<file path="src/rtl/pll_lock_sequencer.sv">
`default_nettype none
// ============================================================================
// Module   : pll_lock_sequencer
// Brief    : Power-up / recovery sequencer for the TMDS PLL. Pulses PLL
//            RESET, waits for a synchronized and stable LOCK, then releases
//            the serializer reset followed by the pixel reset. Retries on
//            lock timeout and latches FAULT after MAX_RETRIES failures.
// Options  : `define PLL_SEQ_LOSS_CNT_EN adds an 8-bit saturating lock-loss
//            counter output (loss_cnt).
// Revision : 1.0 - initial release
// ============================================================================
module pll_lock_sequencer #(
  parameter int RST_CYCLES     = 16,
  parameter int LOCK_TIMEOUT   = 65535,
  parameter int STABLE_CYCLES  = 1024,
  parameter int STAGGER_CYCLES = 16,
  parameter int MAX_RETRIES    = 3
) (
  input  logic       clk,
  input  logic       rst_n,
  input  logic       lock_i,
  input  logic       force_reset,
  output logic       pll_reset,
  output logic       serdes_rst_n,
  output logic       pixel_rst_n,
  output logic       ready,
  output logic       fault,
  output logic [2:0] retry_cnt
`ifdef PLL_SEQ_LOSS_CNT_EN
  ,
  output logic [7:0] loss_cnt
`endif
);

  // Counter is sized for the longest of the four timed windows
  localparam int c_max_ab = (RST_CYCLES > LOCK_TIMEOUT) ? RST_CYCLES : LOCK_TIMEOUT;
  localparam int c_max_cd = (STABLE_CYCLES > STAGGER_CYCLES) ? STABLE_CYCLES : STAGGER_CYCLES;
  localparam int c_max    = (c_max_ab > c_max_cd) ? c_max_ab : c_max_cd;
  localparam int c_cnt_w  = $clog2(c_max) + 1;

  localparam logic [c_cnt_w-1:0] c_rst_last     = c_cnt_w'(RST_CYCLES - 1);
  localparam logic [c_cnt_w-1:0] c_timeout_last = c_cnt_w'(LOCK_TIMEOUT - 1);
  localparam logic [c_cnt_w-1:0] c_stable_last  = c_cnt_w'(STABLE_CYCLES - 1);
  localparam logic [c_cnt_w-1:0] c_stagger_last = c_cnt_w'(STAGGER_CYCLES - 1);
  localparam logic [2:0]         c_max_retries  = 3'(MAX_RETRIES);

  typedef enum logic [2:0] {
    ST_PLL_RST   = 3'd0,
    ST_WAIT_LOCK = 3'd1,
    ST_STABLE    = 3'd2,
    ST_SER_REL   = 3'd3,
    ST_RUN       = 3'd4,
    ST_FAULT     = 3'd5
  } state_t;

  state_t             state_q, state_d;
  logic [c_cnt_w-1:0] cnt_q, cnt_d;
  logic [2:0]         retry_q, retry_d;
  logic [2:0]         retry_inc;
  logic               lock_meta_q, lock_meta_d;
  logic               lock_s_q, lock_s_d;
  logic               pll_reset_q, pll_reset_d;
  logic               serdes_rst_n_q, serdes_rst_n_d;
  logic               pixel_rst_n_q, pixel_rst_n_d;
  logic               ready_q, ready_d;
  logic               fault_q, fault_d;

  // Two-stage synchronizer inputs for the asynchronous PLL LOCK
  always_comb begin
    lock_meta_d = lock_i;
    lock_s_d    = lock_meta_q;
  end

  // Synchronizer flops; cleared so lock is never assumed out of reset
  always_ff @(posedge clk or negedge rst_n) begin
    if (!rst_n) begin
      lock_meta_q <= 1'b0;
      lock_s_q    <= 1'b0;
    end else begin
      lock_meta_q <= lock_meta_d;
      lock_s_q    <= lock_s_d;
    end
  end

  // Next-state, shared counter, retry count and next-state-decoded outputs
  always_comb begin
    state_d   = state_q;
    retry_d   = retry_q;
    retry_inc = retry_q + 3'd1;

    if (force_reset) begin
      state_d = ST_PLL_RST;
      retry_d = 3'd0;
    end else begin
      case (state_q)
        ST_PLL_RST: begin
          if (cnt_q == c_rst_last) state_d = ST_WAIT_LOCK;
        end
        ST_WAIT_LOCK: begin
          if (lock_s_q) begin
            state_d = ST_STABLE;
          end else if (cnt_q == c_timeout_last) begin
            retry_d = retry_inc;
            state_d = (retry_inc == c_max_retries) ? ST_FAULT : ST_PLL_RST;
          end
        end
        ST_STABLE: begin
          // Any sampled low restarts the lock wait (and thus the window)
          if (!lock_s_q)                  state_d = ST_WAIT_LOCK;
          else if (cnt_q == c_stable_last) state_d = ST_SER_REL;
        end
        ST_SER_REL: begin
          if (!lock_s_q) begin
            state_d = ST_PLL_RST;
          end else if (cnt_q == c_stagger_last) begin
            state_d = ST_RUN;
            retry_d = 3'd0;
          end
        end
        ST_RUN: begin
          if (!lock_s_q) state_d = ST_PLL_RST;
        end
        ST_FAULT: begin
          state_d = ST_FAULT;
        end
        default: begin
          state_d = ST_PLL_RST;
        end
      endcase
    end

    // Counter clears on every transition (force into PLL_RST included)
    if (force_reset || (state_d != state_q)) begin
      cnt_d = '0;
    end else if ((state_q == ST_RUN) || (state_q == ST_FAULT)) begin
      cnt_d = cnt_q;
    end else begin
      cnt_d = cnt_q + c_cnt_w'(1);
    end

    // Outputs follow next-state so they change on the transition edge
    pll_reset_d    = (state_d == ST_PLL_RST) || (state_d == ST_FAULT);
    serdes_rst_n_d = (state_d == ST_SER_REL) || (state_d == ST_RUN);
    pixel_rst_n_d  = (state_d == ST_RUN);
    ready_d        = (state_d == ST_RUN);
    fault_d        = (state_d == ST_FAULT);
  end

  // State, counter, retry and registered output flops
  always_ff @(posedge clk or negedge rst_n) begin
    if (!rst_n) begin
      state_q        <= ST_PLL_RST;
      cnt_q          <= '0;
      retry_q        <= 3'd0;
      pll_reset_q    <= 1'b1;
      serdes_rst_n_q <= 1'b0;
      pixel_rst_n_q  <= 1'b0;
      ready_q        <= 1'b0;
      fault_q        <= 1'b0;
    end else begin
      state_q        <= state_d;
      cnt_q          <= cnt_d;
      retry_q        <= retry_d;
      pll_reset_q    <= pll_reset_d;
      serdes_rst_n_q <= serdes_rst_n_d;
      pixel_rst_n_q  <= pixel_rst_n_d;
      ready_q        <= ready_d;
      fault_q        <= fault_d;
    end
  end

  assign pll_reset    = pll_reset_q;
  assign serdes_rst_n = serdes_rst_n_q;
  assign pixel_rst_n  = pixel_rst_n_q;
  assign ready        = ready_q;
  assign fault        = fault_q;
  assign retry_cnt    = retry_q;

`ifdef PLL_SEQ_LOSS_CNT_EN
  logic       lock_lost;
  logic [7:0] loss_cnt_q, loss_cnt_d;

  // Lock loss from a released state; a simultaneous force_reset takes precedence
  assign lock_lost = !force_reset && !lock_s_q &&
                     ((state_q == ST_SER_REL) || (state_q == ST_RUN));

  // Saturating lock-loss event counter
  always_comb begin
    loss_cnt_d = loss_cnt_q;
    if (lock_lost && (loss_cnt_q != 8'hFF)) loss_cnt_d = loss_cnt_q + 8'd1;
  end

  // Loss counter flop; only rst_n clears it
  always_ff @(posedge clk or negedge rst_n) begin
    if (!rst_n) loss_cnt_q <= 8'd0;
    else        loss_cnt_q <= loss_cnt_d;
  end

  assign loss_cnt = loss_cnt_q;
`endif

endmodule
`default_nettype wire

</file>
<file path="config.mk">
export PLATFORM = sky130hd
export DESIGN_NAME = pll_lock_sequencer
export DESIGN_NICKNAME = d
export VERILOG_FILES = /design/src/rtl/pll_lock_sequencer.sv
export SDC_FILE = /design/constraint.sdc
export NUM_CORES = 1
export LEC_CHECK = 0
export ABC_AREA = 0
export CORE_MARGIN = 1
export CORE_UTILIZATION = 50
export DETAILED_ROUTE_END_ITERATION = 16
export PLACE_DENSITY_LB_ADDON = 0.08
export SETUP_SLACK_MARGIN = 0.4
export SYNTH_ARGS = -nofsm -noshare
export SYNTH_HDL_FRONTEND = slang
export SYNTH_SLANG_ARGS = --single-unit
</file>
<file path="constraint.sdc">
create_clock -name clk -period 2.6 [get_ports clk]
set_clock_uncertainty 0.05 [all_clocks]
set_input_delay 0.39 -clock clk [delete_from_list [all_inputs] [get_ports clk]]
set_output_delay 0.39 -clock clk [all_outputs]
set_load 0.02 [all_outputs]
</file>
# --- Word level (Yosys, flattened, before mapping) ---
# Cells that the tools add are included.
totals:
  input_bits: 4
  register_bits: 29
  output_inout_bits: 8
op_classes:
  n_eq_ne: 18
  muxes: 19
  reduce_logical: 8
  addsub: 2
op_table:
  columns: ["cell", "count"]
  rows:
  - ["3-bit two-way mux", 15]
  - ["17-bit two-way mux", 2]
  - ["3-bit one-hot mux with 6 select lines", 1]
  - ["17-bit by 1-bit adder with 17-bit output, second input constant", 1]
  - ["17-bit by 10-bit == test with 1-bit output, second input constant", 1]
  - ["17-bit by 16-bit == test with 1-bit output, second input constant", 1]
  - ["17-bit by 4-bit == test with 1-bit output, second input constant", 1]
  - ["3-bit by 2-bit == test with 1-bit output, second input constant", 4]
  - ["3-bit == test, second input constant", 4]
  - ["3-bit != test, second input constant", 4]
  - ["3-bit logical NOT", 2]
  - ["3-bit one-hot mux with 2 select lines", 1]
  - ["5-bit AND reduction", 1]
  - ["1-bit logical OR", 4]
  - ["3-bit by 1-bit adder with 3-bit output, second input constant", 1]
  - ["3-bit by 1-bit == test with 1-bit output, second input constant", 1]
  - ["3-bit != test", 1]
  - ["3-bit nonzero test", 1]
  - ["2-bit != test, second input constant", 1]

# --- Depth between registers and ports, before layout ---
depth:
  ltp_word: 10
  ltp_mapped: 9
  mapped_depth_nobuf: 9

# --- Least setup slack after synthesis ---
# Ideal clock, no wire load.
synth_path:
  kind: "flip-flop to flip-flop"
  from: "register cnt_q[0]"
  to: "register cnt_q[0]"
  period_less_slack_ns: 2.186
  path_slack_ns: 0.414
  arrival_time_ns: 2.017
  path_stages_with_launch: 9
  cell_sequence: "dfrtp_1 inv_1 ha_1 inv_1 or4_4 o31a_1 o311ai_4 buf_6 nor2_1"
synth_via:
  elab_chain_len: 8
  elab_cells_between_ends: 18
  classes_between: "add/sub (1); eq/ne (5); mux (11); reduce/logical (1)"
synth_rtl:
  columns: ["item", "line", "rtl"]
  rows:
  - ["start, declared", "57", "logic [c_cnt_w-1:0] cnt_q, cnt_d;"]
  - ["start signal, assigned", "162", "cnt_q <= cnt_d;"]
  - ["17-bit by 4-bit == test with 1-bit output, or another cell as far along", "97, 115", null]
  - ["3-bit two-way mux (on tied branches)", "115, 102, 110", null]
  - ["3-bit two-way mux (on tied branches)", "113, 100, 109", null]
  - ["3-bit one-hot mux with 6 select lines", "95", "case (state_q)"]
  - ["3-bit two-way mux", "91", "if (force_reset) begin"]
  - ["3-bit != test", "133", "if (force_reset || (state_d != state_q)) begin"]
  - ["1-bit logical OR", "133", null]
  - ["2-bit != test (no line) / 17-bit two-way mux (equally long branches)", null, null]
# Several ways; a longest one is shown, not always the timed one. The select of a mux whose other input is x is not followed.
# A chain may end at the register's enable or synchronous reset.

# --- Worst setup path after layout ---
layout_path:
  from: "register cnt_q[0]"
  to: "register cnt_q[13]"
# The elaborated chain is that of the path after synthesis.

==> run metrics <==
outcome finished, final reports clean; CTS tree yes; Hold Slack 0.3098 ns; gr ovfl total 0; synthesized instance count 168; fin. max-slew vios 0; final setup vio count 0; CTS H-Tree Depth 2; ANT nets after route 0; FP Rows 20; Die H 58.51 µm; Slew HR 0.6038; post-DP HPWL 2.298 mm; Slew @ Worst Pin 0.5924 ns; CTS Hold Bufs 0; Hold Path Class flip-flop to flip-flop; count of input and output buffers 11; nets@finish 204; total CTS buffers 5; DR pass1 iterations 4; # IOs 12; Layout Utilization 0.7045; syn nets 176; worst endpoint data arrival time 2.48 ns; Tmin final 2.302 ns; commonest non-fill, non-tap cell in the layout dfrtp_1; initial core utilization 0.5230; die area 3423 µm²; Avg Inst Size Synth 9.503 µm²; DR vias/cell 5.564; FMAX 434.4 MHz; vias in the first global route 1261; first-pass GRT wire length 5.720 mm; Iter 0 DRT Violations 112; max-cap violations 0; P per Cell Area 459.0 nW/µm²; drc violations 0; post-synth cell types 42; CTS Buffer Depth 2; Main synth FF type dfrtp_1; RSZ-0062 raised after global routing yes; crit start category flip-flop; TNS Setup 0 ns; largest net degree at the start of global routing 18; Leak Pwr 0.8771 nW; Ys Warns 0; async set or reset register ratio after synthesis 1.000; ant diodes 0; CTS clk-pin slew, worst paths 0.09 ns; number of synthesized flops with an enable pin 0; Crit Path Max Fanout 5; core region area 3053 µm²; root buf cell clkbuf_4; Total Routing Usage GR 0.2302; Crit path required time 2.78 ns; Reg2Reg Depth 9; sequential-to-total area share from yosys stat 0.4553; Netlist Area Pre-Place 1597 µm²; most frequent cells in the layout 27 x dfrtp_1, 19 x nor2_1, 11 x nand2_1, 11 x clkdlybuf4s50_1, 10 x xnor2_1; post-DR wirelength/cell 15.90 µm; Area growth, synth to finish 34.72%; Die W 58.51 µm; Sink Count 29; worst-skew pair later-pin latency 0.33 ns; critical path class flip-flop to flip-flop; DR vias 1341; worst vdd ir 0.3580 mV; final WL 3.831 mm; final hold violations 0; RePlAce Congestion 0.8797; synthesis-stage register bit count 29; hold-critical path depth 0; layout cells sized above 1 0.3096; CP endpoint kind flip-flop; Tcrit/Tclk final 0.8854; initial antenna violation count 0
## path summary, 6_finish.rpt
path | start | endpoint | slack, ns
max in group asynchronous | rst_n | cnt_q[15]$_DFFE_PN0P_ | 1.48
min in group asynchronous | rst_n | retry_cnt[2]$_DFFE_PN0P_ | 0.37
setup reg to reg | cnt_q[0]$_DFFE_PN0P_ | cnt_q[13]$_DFFE_PN0P_ | 0.30
hold reg to reg | lock_meta_q$_DFF_PN0_ | lock_s_q$_DFF_PN0_ | 0.31
hold / removal | lock_meta_q$_DFF_PN0_ | lock_s_q$_DFF_PN0_ | 0.31
setup / recovery | cnt_q[0]$_DFFE_PN0P_ | cnt_q[13]$_DFFE_PN0P_ | 0.30
## critical path, cell delays in order, from the launching register on
cell and delay [ns]:
dfrtp_1 0.40, inv_2 0.08, ha_4 0.12, inv_2 0.03
or4_4 0.51, o31a_1 0.36, o311ai_4 0.30, buf_12 0.17
clkbuf_16 0.13, nor2_1 0.04
## cell families (layout without fill, tap and decap cells)
family / after synthesis / after routing / share of synthesized area
fa+ha+maj: 4 / 4 / 0.03135
xor+xnor: 17 / 17 / 0.09326
buf+inv: 12 / 41 / 0.03527
compound gates: 20 / 20 / 0.09875
simple gates: 84 / 84 / 0.2727
mux: 2 / 2 / 0.01332
flops: 29 / 29 / 0.4553
## flip-flops by register name, indices dropped and copies added (netlist names)
| signal | count |
|---|---|
| cnt_q | 17 |
| retry_cnt | 3 |
| state_q | 3 |
| fault | 1 |
| lock_meta_q | 1 |
| lock_s_q | 1 |
| pll_reset | 1 |
| ready | 1 |
| serdes_rst_n | 1 |
## area by class of cell
| class | instances | area, µm² |
|---|---|---|
| Timing Repair Buffer | 26 | 287.8 |
| Multi-Input combinational cell | 127 | 968.4 |
| Tap cell | 44 | 55.05 |
| Clock buffer | 7 | 55.05 |
| Sequential cell | 29 | 728.2 |
| Inverter | 7 | 26.28 |
| Fill cell | 228 | 902.1 |
| Clock inverter | 1 | 30.03 |
## layer usage
metal | global-route usage | wire [µm] | up-vias
met5 | 0 | 0 | -
li1 | - | - | 638
met4 | 0.08844 | 115 | 0
met2 | 0.3596 | 1896 | 43
met3 | 0.05714 | 194 | 13
met1 | 0.3101 | 1624 | 647
## where the power goes
| group | leakage, nW | switching (mW) | internal (mW) |
|---|---|---|---|
| logic | 0.441 | 0.0583 | 0.0639 |
| clock network | 0.0455 | 0.158 | 0.230 |
| registers | 0.391 | 0.0146 | 0.463 |
| total | 0.877 | 0.231 | 0.756 |
## per-stage QoR
stage / std cells / worst slack [ns] / total power [mW] / instance area (µm²)
after floorplan: 168 / 0.4143 / 0.5317 / 1597
after global placement: 222 / 0.2378 / 0.5694 / 1762
after detailed placement: 222 / 0.1736 / 0.5719 / 1762
after CTS: 238 / 0.2603 / 0.9762 / 1974
after global routing: 241 / 0.2450 / 1.026 / 2151
final: 241 / 0.2981 / 0.9872 / 2151
## synthesized netlist by cell type, types with 2 or more instances
cell type / number / area (µm²)
xor2_1: 7 / 61.31
nor4_1: 3 / 18.77
nand2_1: 11 / 41.29
clkbuf_1: 3 / 11.26
nand4_1: 5 / 31.28
a21oi_1: 3 / 15.01
nor4b_1: 2 / 17.52
o21ai_0: 3 / 15.01
dfrtp_1: 28 / 700.7
nor2_1: 29 / 108.9
a211oi_1: 3 / 22.52
ha_1: 4 / 50.05
a31oi_1: 2 / 12.51
inv_1: 7 / 26.28
nand3_1: 7 / 35.03
nor3_1: 4 / 20.02
or3_1: 2 / 12.51
and4_1: 2 / 17.52
nor2b_1: 6 / 37.54
nor3b_1: 2 / 15.01
xnor2_1: 10 / 87.58
and2_2: 2 / 15.01
nand2b_1: 4 / 25.02
## what timing repair did
action	in CTS	in global routing
cloned	1	1
gates resized for setup	10	33
buffers inserted	7	2
endpoints found under the hold margin	0	0
setup endpoints to repair	21	23
pin swaps	3	14
(Power assumes the default switching activity.)
